## src/rtl/fifo_pkg.sv

```systemverilog
// Shared sizing defaults and types for the RAM-backed FIFO controller.
package fifo_pkg;
  localparam int WIDTH_DEF   = 16;
  localparam int DEPTH_DEF   = 32;
  localparam int ADDRESS_DEF = 5;

  // Pointer carries one extra wrap bit above the RAM address.
  typedef logic [ADDRESS_DEF:0] ptr_t;
  typedef logic [1:0]           skid_cnt_t;
endpackage

```

## src/rtl/fifo_skid2.sv

```systemverilog
// Two-entry output buffer; head entry drives the output directly from a register.
module fifo_skid2
  import fifo_pkg::*;
#(
  parameter int WIDTH = WIDTH_DEF
) (
  input  logic             i_clk,
  input  logic             i_rst,
  input  logic             i_clr,
  input  logic             i_wr,
  input  logic [WIDTH-1:0] i_wr_data,
  input  logic             i_rd,
  output logic [WIDTH-1:0] o_rd_data,
  output skid_cnt_t        o_count
);
  logic [WIDTH-1:0] head_q, head_d;
  logic [WIDTH-1:0] tail_q, tail_d;
  skid_cnt_t        cnt_q, cnt_d;

  always_comb begin
    head_d = head_q;
    tail_d = tail_q;
    cnt_d  = cnt_q;
    if (i_clr) begin
      head_d = '0;
      tail_d = '0;
      cnt_d  = 2'd0;
    end else begin
      case ({i_wr, i_rd})
        2'b10: begin
          if (cnt_q == 2'd0) begin
            head_d = i_wr_data;
            cnt_d  = 2'd1;
          end else if (cnt_q == 2'd1) begin
            tail_d = i_wr_data;
            cnt_d  = 2'd2;
          end
        end
        2'b01: begin
          if (cnt_q == 2'd2) begin
            head_d = tail_q;
            cnt_d  = 2'd1;
          end else if (cnt_q == 2'd1) begin
            cnt_d = 2'd0;
          end
        end
        2'b11: begin
          // Simultaneous write and read keeps occupancy; data shifts toward the head.
          if (cnt_q == 2'd2) begin
            head_d = tail_q;
            tail_d = i_wr_data;
          end else begin
            head_d = i_wr_data;
            cnt_d  = 2'd1;
          end
        end
        default: ;
      endcase
    end
  end

  always_ff @(posedge i_clk or posedge i_rst) begin
    if (i_rst) begin
      head_q <= '0;
      tail_q <= '0;
      cnt_q  <= 2'd0;
    end else begin
      head_q <= head_d;
      tail_q <= tail_d;
      cnt_q  <= cnt_d;
    end
  end

  assign o_rd_data = head_q;
  assign o_count   = cnt_q;
endmodule

```

## src/rtl/ram_fifo_ctrl.sv

```systemverilog
// FIFO controller in front of a dual-port RAM with 1-cycle registered reads;
// a prefetching read path and 2-entry skid hide the RAM latency.
module ram_fifo_ctrl
  import fifo_pkg::*;
#(
  parameter int WIDTH   = WIDTH_DEF,
  parameter int DEPTH   = DEPTH_DEF,
  parameter int ADDRESS = ADDRESS_DEF
) (
  input  logic               i_clk,
  input  logic               i_rst,
  input  logic               i_flush,
  input  logic               i_in_valid,
  input  logic [WIDTH-1:0]   i_in_data,
  output logic               o_in_ready,
  output logic               o_out_valid,
  output logic [WIDTH-1:0]   o_out_data,
  input  logic               i_out_ready,
  output logic               o_ram_cs,
  output logic               o_ram_valid,
  output logic               o_ram_wr_en,
  output logic [ADDRESS-1:0] o_ram_wr_addr,
  output logic [WIDTH-1:0]   o_ram_wr_data,
  output logic               o_ram_rd_en,
  output logic [ADDRESS-1:0] o_ram_rd_addr,
  input  logic [WIDTH-1:0]   i_ram_rd_data,
  output logic [ADDRESS+1:0] o_count,
  output logic               o_full,
  output logic               o_empty
);
  localparam ptr_t               PTR_ONE = 1;
  localparam logic [ADDRESS+1:0] CNT_ONE = 1;

  ptr_t               wr_ptr_q, wr_ptr_d;
  ptr_t               rd_ptr_q, rd_ptr_d;
  logic [ADDRESS+1:0] count_q, count_d;
  logic               inflight_q;

  ptr_t       ram_cnt;
  skid_cnt_t  skid_cnt;
  logic [2:0] occupancy;
  logic       push, pop, rd_en, skid_wr;

  assign ram_cnt    = wr_ptr_q - rd_ptr_q;
  assign o_full     = (ram_cnt == ptr_t'(DEPTH));
  assign o_in_ready = !o_full && !i_rst && !i_flush;
  assign push       = i_in_valid && o_in_ready;
  assign pop        = o_out_valid && i_out_ready && !i_flush;

  // Skid slots already promised after this edge; a new read needs one free.
  assign occupancy = {1'b0, skid_cnt} + {2'b00, inflight_q} - {2'b00, pop};
  assign rd_en     = (ram_cnt != '0) && (occupancy < 3'd2) && !i_flush && !i_rst;
  assign skid_wr   = inflight_q && !i_flush;

  always_comb begin
    wr_ptr_d = wr_ptr_q;
    rd_ptr_d = rd_ptr_q;
    count_d  = count_q;
    if (i_flush) begin
      wr_ptr_d = '0;
      rd_ptr_d = '0;
      count_d  = '0;
    end else begin
      if (push)  wr_ptr_d = wr_ptr_q + PTR_ONE;
      if (rd_en) rd_ptr_d = rd_ptr_q + PTR_ONE;
      if (push && !pop)      count_d = count_q + CNT_ONE;
      else if (!push && pop) count_d = count_q - CNT_ONE;
    end
  end

  always_ff @(posedge i_clk or posedge i_rst) begin
    if (i_rst) begin
      wr_ptr_q   <= '0;
      rd_ptr_q   <= '0;
      count_q    <= '0;
      inflight_q <= 1'b0;
    end else begin
      wr_ptr_q   <= wr_ptr_d;
      rd_ptr_q   <= rd_ptr_d;
      count_q    <= count_d;
      inflight_q <= rd_en;
    end
  end

  fifo_skid2 #(.WIDTH(WIDTH)) u_skid (
    .i_clk     (i_clk),
    .i_rst     (i_rst),
    .i_clr     (i_flush),
    .i_wr      (skid_wr),
    .i_wr_data (i_ram_rd_data),
    .i_rd      (pop),
    .o_rd_data (o_out_data),
    .o_count   (skid_cnt)
  );

  assign o_out_valid   = (skid_cnt != 2'd0);
  assign o_ram_wr_en   = push;
  assign o_ram_valid   = push;
  assign o_ram_wr_addr = wr_ptr_q[ADDRESS-1:0];
  assign o_ram_wr_data = i_in_data;
  assign o_ram_rd_en   = rd_en;
  assign o_ram_rd_addr = rd_ptr_q[ADDRESS-1:0];
  assign o_ram_cs      = push || rd_en;
  assign o_count       = count_q;
  assign o_empty       = (count_q == '0);
endmodule

```

## config.mk

```make
export PLATFORM = sky130hd
export DESIGN_NAME = ram_fifo_ctrl
export DESIGN_NICKNAME = d
export VERILOG_FILES = /design/src/rtl/fifo_pkg.sv /design/src/rtl/fifo_skid2.sv /design/src/rtl/ram_fifo_ctrl.sv
export SDC_FILE = /design/constraint.sdc
export NUM_CORES = 1
export LEC_CHECK = 0
export ABC_AREA = 1
export BUFFER_PORTS_ARGS = -buffer_cell sky130_fd_sc_hd__buf_2
export CORE_MARGIN = 2
export CORE_UTILIZATION = 55
export CTS_BUF_LIST = sky130_fd_sc_hd__clkbuf_8
export DETAILED_ROUTE_END_ITERATION = 8
export PLACE_DENSITY = 0.83
export SYNTH_ARGS = -nofsm -noshare
export SYNTH_HDL_FRONTEND = slang
export SYNTH_SLANG_ARGS = --single-unit
```

## constraint.sdc

```tcl
create_clock -name i_clk -period 3.82 [get_ports i_clk]
set_input_delay 0.382 -clock i_clk [delete_from_list [all_inputs] [get_ports i_clk]]
set_output_delay 0.382 -clock i_clk [all_outputs]
set_load 0.02 [all_outputs]
```

======== Word-level counts from Yosys, hierarchy flattened ========
Cells that the tools add are included.
word-level totals
  register bits ........................... 54
  bits of input ports ..................... 37
  output and inout port bits .............. 57
operators by class
  $add $sub $neg .......................... 7
  magnitude comparators ................... 1
  equality and inequality tests ........... 14
  muxes and demuxes ....................... 24
  reductions and logical operators ........ 29
operator list
  operator                                                             number
  16-bit two-way mux                                                   8
  16-bit one-hot mux with 3 select lines                               1
  16-bit one-hot mux with 2 select lines                               1
  6-bit two-way mux                                                    4
  7-bit two-way mux                                                    3
  6-bit by 1-bit adder with 6-bit output (second input constant)       2
  2-bit two-way mux                                                    6
  3-bit by 2-bit != test with 1-bit output (second input constant)     4
  1-bit logical AND                                                    11
  4-bit by 2-bit != test with 1-bit output (second input constant)     2
  4-bit AND reduction                                                  2
  7-bit by 1-bit adder with 7-bit output (second input constant)       1
  7-bit zero test                                                      1
  7-bit by 1-bit subtractor with 7-bit output (second input constant)  1
  2-bit == test (second input constant)                                3
  6-bit == test (second input constant)                                1
  3-bit != test (second input constant)                                2
  2-bit one-hot mux with 3 select lines                                1
  2-bit nonzero test                                                   3
  3-bit nonzero test                                                   2
  6-bit nonzero test                                                   1
  6-bit subtractor                                                     1
  1-bit zero test                                                      5
  2-bit by 1-bit == test with 1-bit output (second input constant)     2
  7 further kinds                                                      7

======== Depth between registers and ports, before layout ========
Gate-level depths: netlist of run 1.
  depth in word-level cells ............... 11
  gate-level depth with buffers ........... 23

======== Modules after synthesis ========
A second synthesis of run 1 with hierarchy kept.
second synthesis, totals
  cell total of the unflattened synthesis .. 486
  area total of the unflattened synthesis .. 3663.5 um2
by module, submodules not included
  module         times used  cells an instance  area each (um2)  seq. area each (um2)
  fifo_skid2     1           253                1871.8           850.8
  ram_fifo_ctrl  1           233                1791.7           500.5

======== Worst setup path before layout of run 1 ========
OpenSTA, ideal clock, no wires.
  kind .................................... reg2out
  start ................................... reg u_skid.cnt_q[1] (netlist: u_skid.o_count[1])
  end ..................................... out o_ram_cs
  arrival ................................. 2879 ps
  data required time ...................... 3438 ps
  slack ................................... 559 ps
  stages on the path, launching flop included .. 15
  cell sequence ........................... dfrtp_1 -> inv_1 -> ha_1 -> nor2_4 -> inv_2 -> nor2_2 -> buf_2 -> buf_2 -> ha_1 -> or2_2 -> fa_1 -> nand2_1 -> nor2_1 -> nand2_2 -> nand2_1
on the way
  cells in the longest elaborated chain, start to end .. 9
RTL lines
  what                                                                            line                  source
  start: declaration                                                              fifo_skid2.sv:18      skid_cnt_t cnt_q, cnt_d;
  start signal: assignment                                                        fifo_skid2.sv:70      cnt_q <= cnt_d;
  branches (longest 3 deep; another with 2-bit by 1-bit adder with 3-bit output)  --
  3-bit by 1-bit subtractor with 3-bit output (*)                                 ram_fifo_ctrl.sv:51   assign occupancy = {1'b0, skid_cnt} + {2'b00, inflight_q} - {2'b00, pop};
  3-bit by 2-bit less-than comparator with 1-bit output (*)                       ram_fifo_ctrl.sv:52   assign rd_en = (ram_cnt != '0) && (occupancy < 3'd2) && !i_flush && !i_rst;
  1-bit logical AND (*) (3 in series)                                             ram_fifo_ctrl.sv:52
  1-bit logical OR (*)                                                            ram_fifo_ctrl.sv:103  assign o_ram_cs = push || rd_en;
  end: declaration                                                                ram_fifo_ctrl.sv:19   output logic o_ram_cs,
Every way passes the cells marked *.

======== Final worst setup path of run 1 ========
  start ................................... reg u_skid.cnt_q[1] (netlist: u_skid.o_count[1])
  end ..................................... out o_ram_rd_en
on the way
  cells in the longest elaborated chain, start to end .. 8
RTL lines
  what                                                                            line                 source
  branches (longest 3 deep; another with 2-bit by 1-bit adder with 3-bit output)  --
  3-bit by 1-bit subtractor with 3-bit output (*)                                 ram_fifo_ctrl.sv:51
  3-bit by 2-bit less-than comparator with 1-bit output (*)                       ram_fifo_ctrl.sv:52
  1-bit logical AND (*) (3 in series)                                             ram_fifo_ctrl.sv:52
  end: declaration                                                                ram_fifo_ctrl.sv:24  output logic o_ram_rd_en,
Marks and branches as above.

==> results.md, run 1 <==
* Status: finished, final reports clean
* Seq/Total Area, Yosys at 37.6%
* DP Area at 3750 sq um
* Cell area after layout at 3870 sq um
* Worst vdd ir at 301 uV
* Vias/cell at 5.28
* Final WL at 7.46 mm
* TritonCTS clock tree: done
* Port buffer count at 61
* RSZ-0062 raised after global routing: false
* # nets final at 528
* Place WS at 0.632 ns
* Crit path max-delay family: adder cells
* # setup viols final at 0
* Postcts setup bufs at 0
* Post-synthesis cell count at 440
* Die height at 84.8 um
* Sw Pwr at 1.14 mW
* Worst Path Buf+Inv at 4
* Gpl congestion at 0.871
* Hold_buf cts at 0
* Combinational power share at 50.0%
* Nature of the critical path startpoint: flip-flop
* Detail Route Antenna Nets at 0
* Flop pwr share at 33.7%
* Diode count at 0
* DRC violations left at 0
* Number of enable flip-flop cells after synthesis at 0
* Area contributors post-synth: dfrtp_1, inv_1, buf_4
* Area share of the largest cell type after synthesis at 37.6%
* Slew @ Worst Pin at 0.968 ns
* Num CTS Buffers at 5
* Top cells by count, synth: inv_1, nand2_1, dfrtp_1
* Crit. Startpoint: u_skid.o_count[1]
* Most frequent cell after synthesis: inv_1
* Worst r2r dst: o_count[6]
* Crit-path cells: inv_1 -> ha_1 -> nor2_4 -> inv_2 -> nor2_2 -> ha_1 -> or2_2 -> fa_1 -> nand2_1 -> nor2_1 -> nand2_2 -> inv_2 -> buf_2
* Area leader, netlist: dfrtp_1
* Setup TNS Final at 0 ns
* Crit path to: o_ram_rd_en
* Share of layout cells above drive strength 1 at 24.1%
* Post-synth ARST share at 100%
* Gr ovfl total at 0
* Global Route Usage Sum at 21.1%
* Largest net degree at the start of global routing at 47
* First-pass GRT wire length at 12.6 mm
* Period utilisation layout at 89.6%
* Synthesized area at 3590 sq um
* Worst EP required at 3.44 ns
* Worst path slowest cell: fa_1
* Wire length per cell at 13.5 um
* Final worst setup slack at 0.398 ns
* Root Buffer: clkbuf_8
* Achievable Freq at 0.292 GHz
* Die width at 84.8 um
* Max Cap Viol at 0
* Worst skew pair latency at 0.31 ns
* Max stage delay on crit path at 0.48 ns
* Yosys Warn Count at 0
* Syn Nets at 495
* Layout Skew at 0.00710 ns
* Vias in the first global route at 2862
* Detailed Routing Iterations Pass 1 at 4
* Power Density at 661 nW/um^2
* Final worst path period need at 3.42 ns
* Switching Fraction at 44.7%
* Max Root-Sink Buffers at 2
* Netlist cell types at 43
* Hold crit path type: in2async
* R2R depth at 20
* Critical Path Stages at 13
* Worst r2r src: rd_ptr_q[2]
* Clock group share of total power at 16.3%
* Synth Flop Type: dfrtp_1
* Top-Level Pins at 94
* Reg2reg setup slack at 0.59 ns
* DR iter-0 viols at 144
* Core outline area at 6350 sq um
* Final Max Slew Viols at 0
* Die Area at 7190 sq um
* DP Wirelength at 5.35 mm
* Yosys reg bits at 54
* # fillers at 538
* # H-tree levels at 2
* Initial antenna violation count at 0
* Fin util at 61.0%
* Clock transition at path regs at 0.10 ns
* Clock sinks at 54
* Worst-path fanout max at 7
* Leakage at 2.06 nW
* Critical path arrival at 3.04 ns
* Post_cts resized at 0
* Cell Rows at 29
* Crit. End Element: output pin
* Avg Cell Area, Syn at 8.16 sq um
* Synthesis-to-finish area growth at 7.77%
* Final Hold Viols at 0
* Crit Path Class: reg2out
* Max_slew headroom at 35.4%
* Internal at 1.42 mW
* Vias at 2912
* Initial Utilization at 56.6%
==> cell type report <==
type | instances | area [sq um] | share of cell area (%)
inverter | 90 | 339 | 8.76
timing repair buffer | 66 | 343 | 8.86
clock inverter | 2 | 38.8 | 1.00
multi-input combinational | 256 | 1620 | 41.9
tap | 77 | 96.3 | 2.49
sequential | 54 | 1350 | 34.9
clock buffer | 6 | 82.6 | 2.13
==> power by group through the flow <==
stage	clock network (mW)	logic, mW	registers [mW]
floorplan	0	0.919	0.963
global placement	0	1.23	0.867
detailed placement	0	1.28	0.874
CTS	0.425	1.29	0.864
global route	0.448	1.42	0.886
finish	0.416	1.28	0.862
==> flip-flops by register name, indices dropped and copies added (netlist names) <==
signal            count
rd_ptr_q              6
o_count               7
u_skid.o_rd_data     16
u_skid.o_count        2
inflight_q            1
wr_ptr_q              6
u_skid.tail_q        16
==> routing by layer <==
metal / share of wire [%] / wire length, um / track usage (%) / vias up
li1: - / - / - / 1458
met1: 46 / 3400 / 27.1 / 1387
met2: 50 / 3720 / 37.3 / 58
met3: 3.5 / 264 / 2.92 / 9
met4: 1.0 / 78 / 5.92 / 0
met5: 0 / 0 / 0 / -
==> cell families (layout without fill, tap and decap cells) <==
group | count (synthesis) | count (layout) | share of synthesized area, %
and+or+nand+nor | 150 | 150 | 20.2
adders and majority gates | 18 | 18 | 6.69
DFF | 54 | 54 | 37.6
buffers and inverters | 130 | 164 | 17.3
xor gates and xnor gates | 10 | 10 | 2.44
AOI/OAI and AO/OA | 78 | 78 | 15.8
==> placed cells by master, fill, tap and decap left out, drive strengths merged, types with 2 or more instances in the layout <==
master	synthesis	layout
inv	89	90
buf	38	66
nand2	64	64
dfrtp	54	54
nand3	43	43
nor2	33	33
o21ai	25	25
o22ai	18	18
a31oi	17	17
ha	16	16
a21oi	13	13
xor2	8	8
clkbuf	2	6
nor3	4	4
o31ai	3	3
xnor2	2	2
fa	2	2
or2	2	2
nand4	2	2
==> worst min path at each step <==
stage                         to  cells past startpoint
2_1_floorplan  u_skid.o_count[0]                      2
3_3_place_gp   u_skid.o_count[0]                      2
3_5_place_dp   u_skid.o_count[0]                      2
4_1_cts         u_skid.tail_q[1]                      3
5_1_grt         u_skid.tail_q[1]                      3
6_report              o_count[5]                      2
==> per-stage QoR <==
stage | power (mW) | hold slack (ns) | std cells
3_5_place_dp | 2.15 | 0.512 | 543
6_report | 2.56 | 0.298 | 551
3_3_place_gp | 2.10 | 0.509 | 543
5_1_grt | 2.76 | 0.324 | 551
2_1_floorplan | 1.88 | 0.480 | 440
4_1_cts | 2.58 | 0.319 | 551
(Power assumes the default switching activity.)
==> inputs of run 2 (changes only) <==
--- a/config.mk
+++ b/config.mk
@@ -6,7 +6,7 @@
 export NUM_CORES = 1
 export LEC_CHECK = 0
 export ABC_AREA = 1
-export BUFFER_PORTS_ARGS = -buffer_cell sky130_fd_sc_hd__buf_2
+export BUFFER_PORTS_ARGS = -buffer_cell sky130_fd_sc_hd__buf_4
 export CORE_MARGIN = 2
 export CORE_UTILIZATION = 55
 export CTS_BUF_LIST = sky130_fd_sc_hd__clkbuf_8
==> results.md, run 2 (synthesis gave the netlist of run 1 again) <==
* Status: finished, final reports clean
* Synthesis-to-finish area growth at 12.0%
* Die height at 84.8 um
* Vias at 2929
* Crit Path Class: reg2out
* Leakage at 2.09 nW
* Initial antenna violation count at 0
* Max Cap Viol at 0
* Post_cts resized at 0
* Gr ovfl total at 0
* Wire length per cell at 13.6 um
* Crit-path cells: inv_1 -> ha_1 -> nor2_4 -> inv_2 -> nor2_2 -> ha_1 -> or2_2 -> fa_1 -> nand2_1 -> nor2_1 -> nand2_2 -> inv_2 -> buf_4
* Multi-input logic area at 1620 sq um
* Layout Skew at 0.0136 ns
* DRC violations left at 0
* Commonest non-fill, non-tap cells in the layout: inv_1, buf_4, nand2_1, dfrtp_1, nand3_1
* Final WL at 7.52 mm
* Most common cell after layout, fill and taps aside: inv_1
* Clock transition at path regs at 0.10 ns
* Worst-path fanout max at 7
* Worst path slowest cell: fa_1
* Achievable Freq at 0.292 GHz
* Reg2reg setup slack at 0.51 ns
* Detail Route Antenna Nets at 0
* # nets final at 528
* Worst vdd ir at 307 uV
* Setup TNS Final at 0 ns
* Clock sinks at 54
* DP Area at 3900 sq um
* Cell Rows at 29
* Port buffer count at 61
* Postcts setup bufs at 0
* Slew @ Worst Pin at 0.746 ns
* DP Wirelength at 5.32 mm
* Global Route Usage Sum at 21.2%
* Crit. End Element: output pin
* Max Root-Sink Buffers at 2
* Die width at 84.8 um
* Final Hold Viols at 0
* Crit. Startpoint: u_skid.o_count[1]
* Power Density at 661 nW/um^2
* Initial Utilization at 56.6%
* Critical path arrival at 3.05 ns
* Vias in the first global route at 2852
* Worst r2r dst: o_count[6]
* Core outline area at 6350 sq um
* First-pass GRT wire length at 12.5 mm
* Final Max Slew Viols at 0
* Nature of the critical path startpoint: flip-flop
* FF/Latch Area at 1350 sq um
* Die Area at 7190 sq um
* Worst skew pair latency at 0.32 ns
* Cell area after layout at 4020 sq um
* DR iter-0 viols at 110
* Hold_buf cts at 0
* Period utilisation layout at 89.8%
* Largest net degree at the start of global routing at 35
* Vias/cell at 5.32
* TritonCTS clock tree: done
* Detailed Routing Iterations Pass 1 at 4
* # H-tree levels at 2
* Worst r2r src: rd_ptr_q[2]
* Num CTS Buffers at 5
* RSZ-0062 raised after global routing: false
* Crit path to: o_ram_rd_en
* # fillers at 527
* Final worst path period need at 3.43 ns
* Diode count at 0
* R2R depth at 20
* Gpl congestion at 0.880
* Top-Level Pins at 94
* Worst EP required at 3.44 ns
* Share of layout cells above drive strength 1 at 24.1%
* # setup viols final at 0
* Max_slew headroom at 50.2%
* Max stage delay on crit path at 0.48 ns
* Root Buffer: clkbuf_8
* Hold crit path type: in2async
==> run 2: cell types whose count changed in the layout (fill, tap and decap cells not counted) <==
cell   change
buf_4     +61
buf_2     -61
==> run 2: worst min path at each step <==
| stage | endpoint | from | depth (start not counted) |
|---|---|---|---|
| after floorplan | u_skid.o_count[0] | u_skid.o_count[0] | 2 |
| after global placement | u_skid.o_count[0] | u_skid.o_count[0] | 2 |
| after detailed placement | u_skid.tail_q[11] | u_skid.tail_q[11] | 2 |
| after CTS | u_skid.tail_q[13] | i_rst | 2 |
| after global routing | o_count[5] | i_rst | 2 |
| final | o_count[5] | i_rst | 2 |
==> run 2: layer usage <==
metal / share of wire (%) / global-route usage, %
met5: 0 / 0
met4: 1.9 / 9.52
met3: 3.9 / 3.70
met2: 50 / 35.7
met1: 44 / 26.9
==> run 2: worst max-delay path, delay by kind of cell, from the launching register on <==
kind / cells / cell delay (ns)
DFF: 1 / 0.45
buffers and inverters: 4 / 0.45
and+or+nand+nor: 6 / 0.87
adders and majority gates: 3 / 0.96
==> run 2: area by class of cell <==
| type | count | area share (%) |
|---|---|---|
| inverter | 90 | 8.43 |
| clock buffer | 6 | 2.05 |
| tap | 77 | 2.39 |
| sequential | 54 | 33.6 |
| multi-input combinational | 256 | 40.3 |
| clock inverter | 2 | 0.964 |
| timing repair buffer | 66 | 12.3 |
==> run 2: through the flow <==
step	hold slack (ns)	instances	setup WS (ns)	total power, mW	util, %
after global placement	0.504	543	0.818	2.18	61.5
after global routing	0.260	551	0.219	2.85	63.4
after floorplan	0.480	440	0.559	1.88	-
after detailed placement	0.515	543	0.619	2.24	61.5
final	0.197	551	0.391	2.66	63.4
after CTS	0.229	551	0.392	2.67	63.4
==> run 2: where the power goes <==
part / total [mW] / internal [mW] / switching, mW / leakage, nW
Sequential: 0.868 / 0.741 / 0.126 / 0.718
Clock: 0.417 / 0.216 / 0.201 / 0.0618
Combinational: 1.37 / 0.534 / 0.839 / 1.31
Total: 2.66 / 1.49 / 1.17 / 2.09
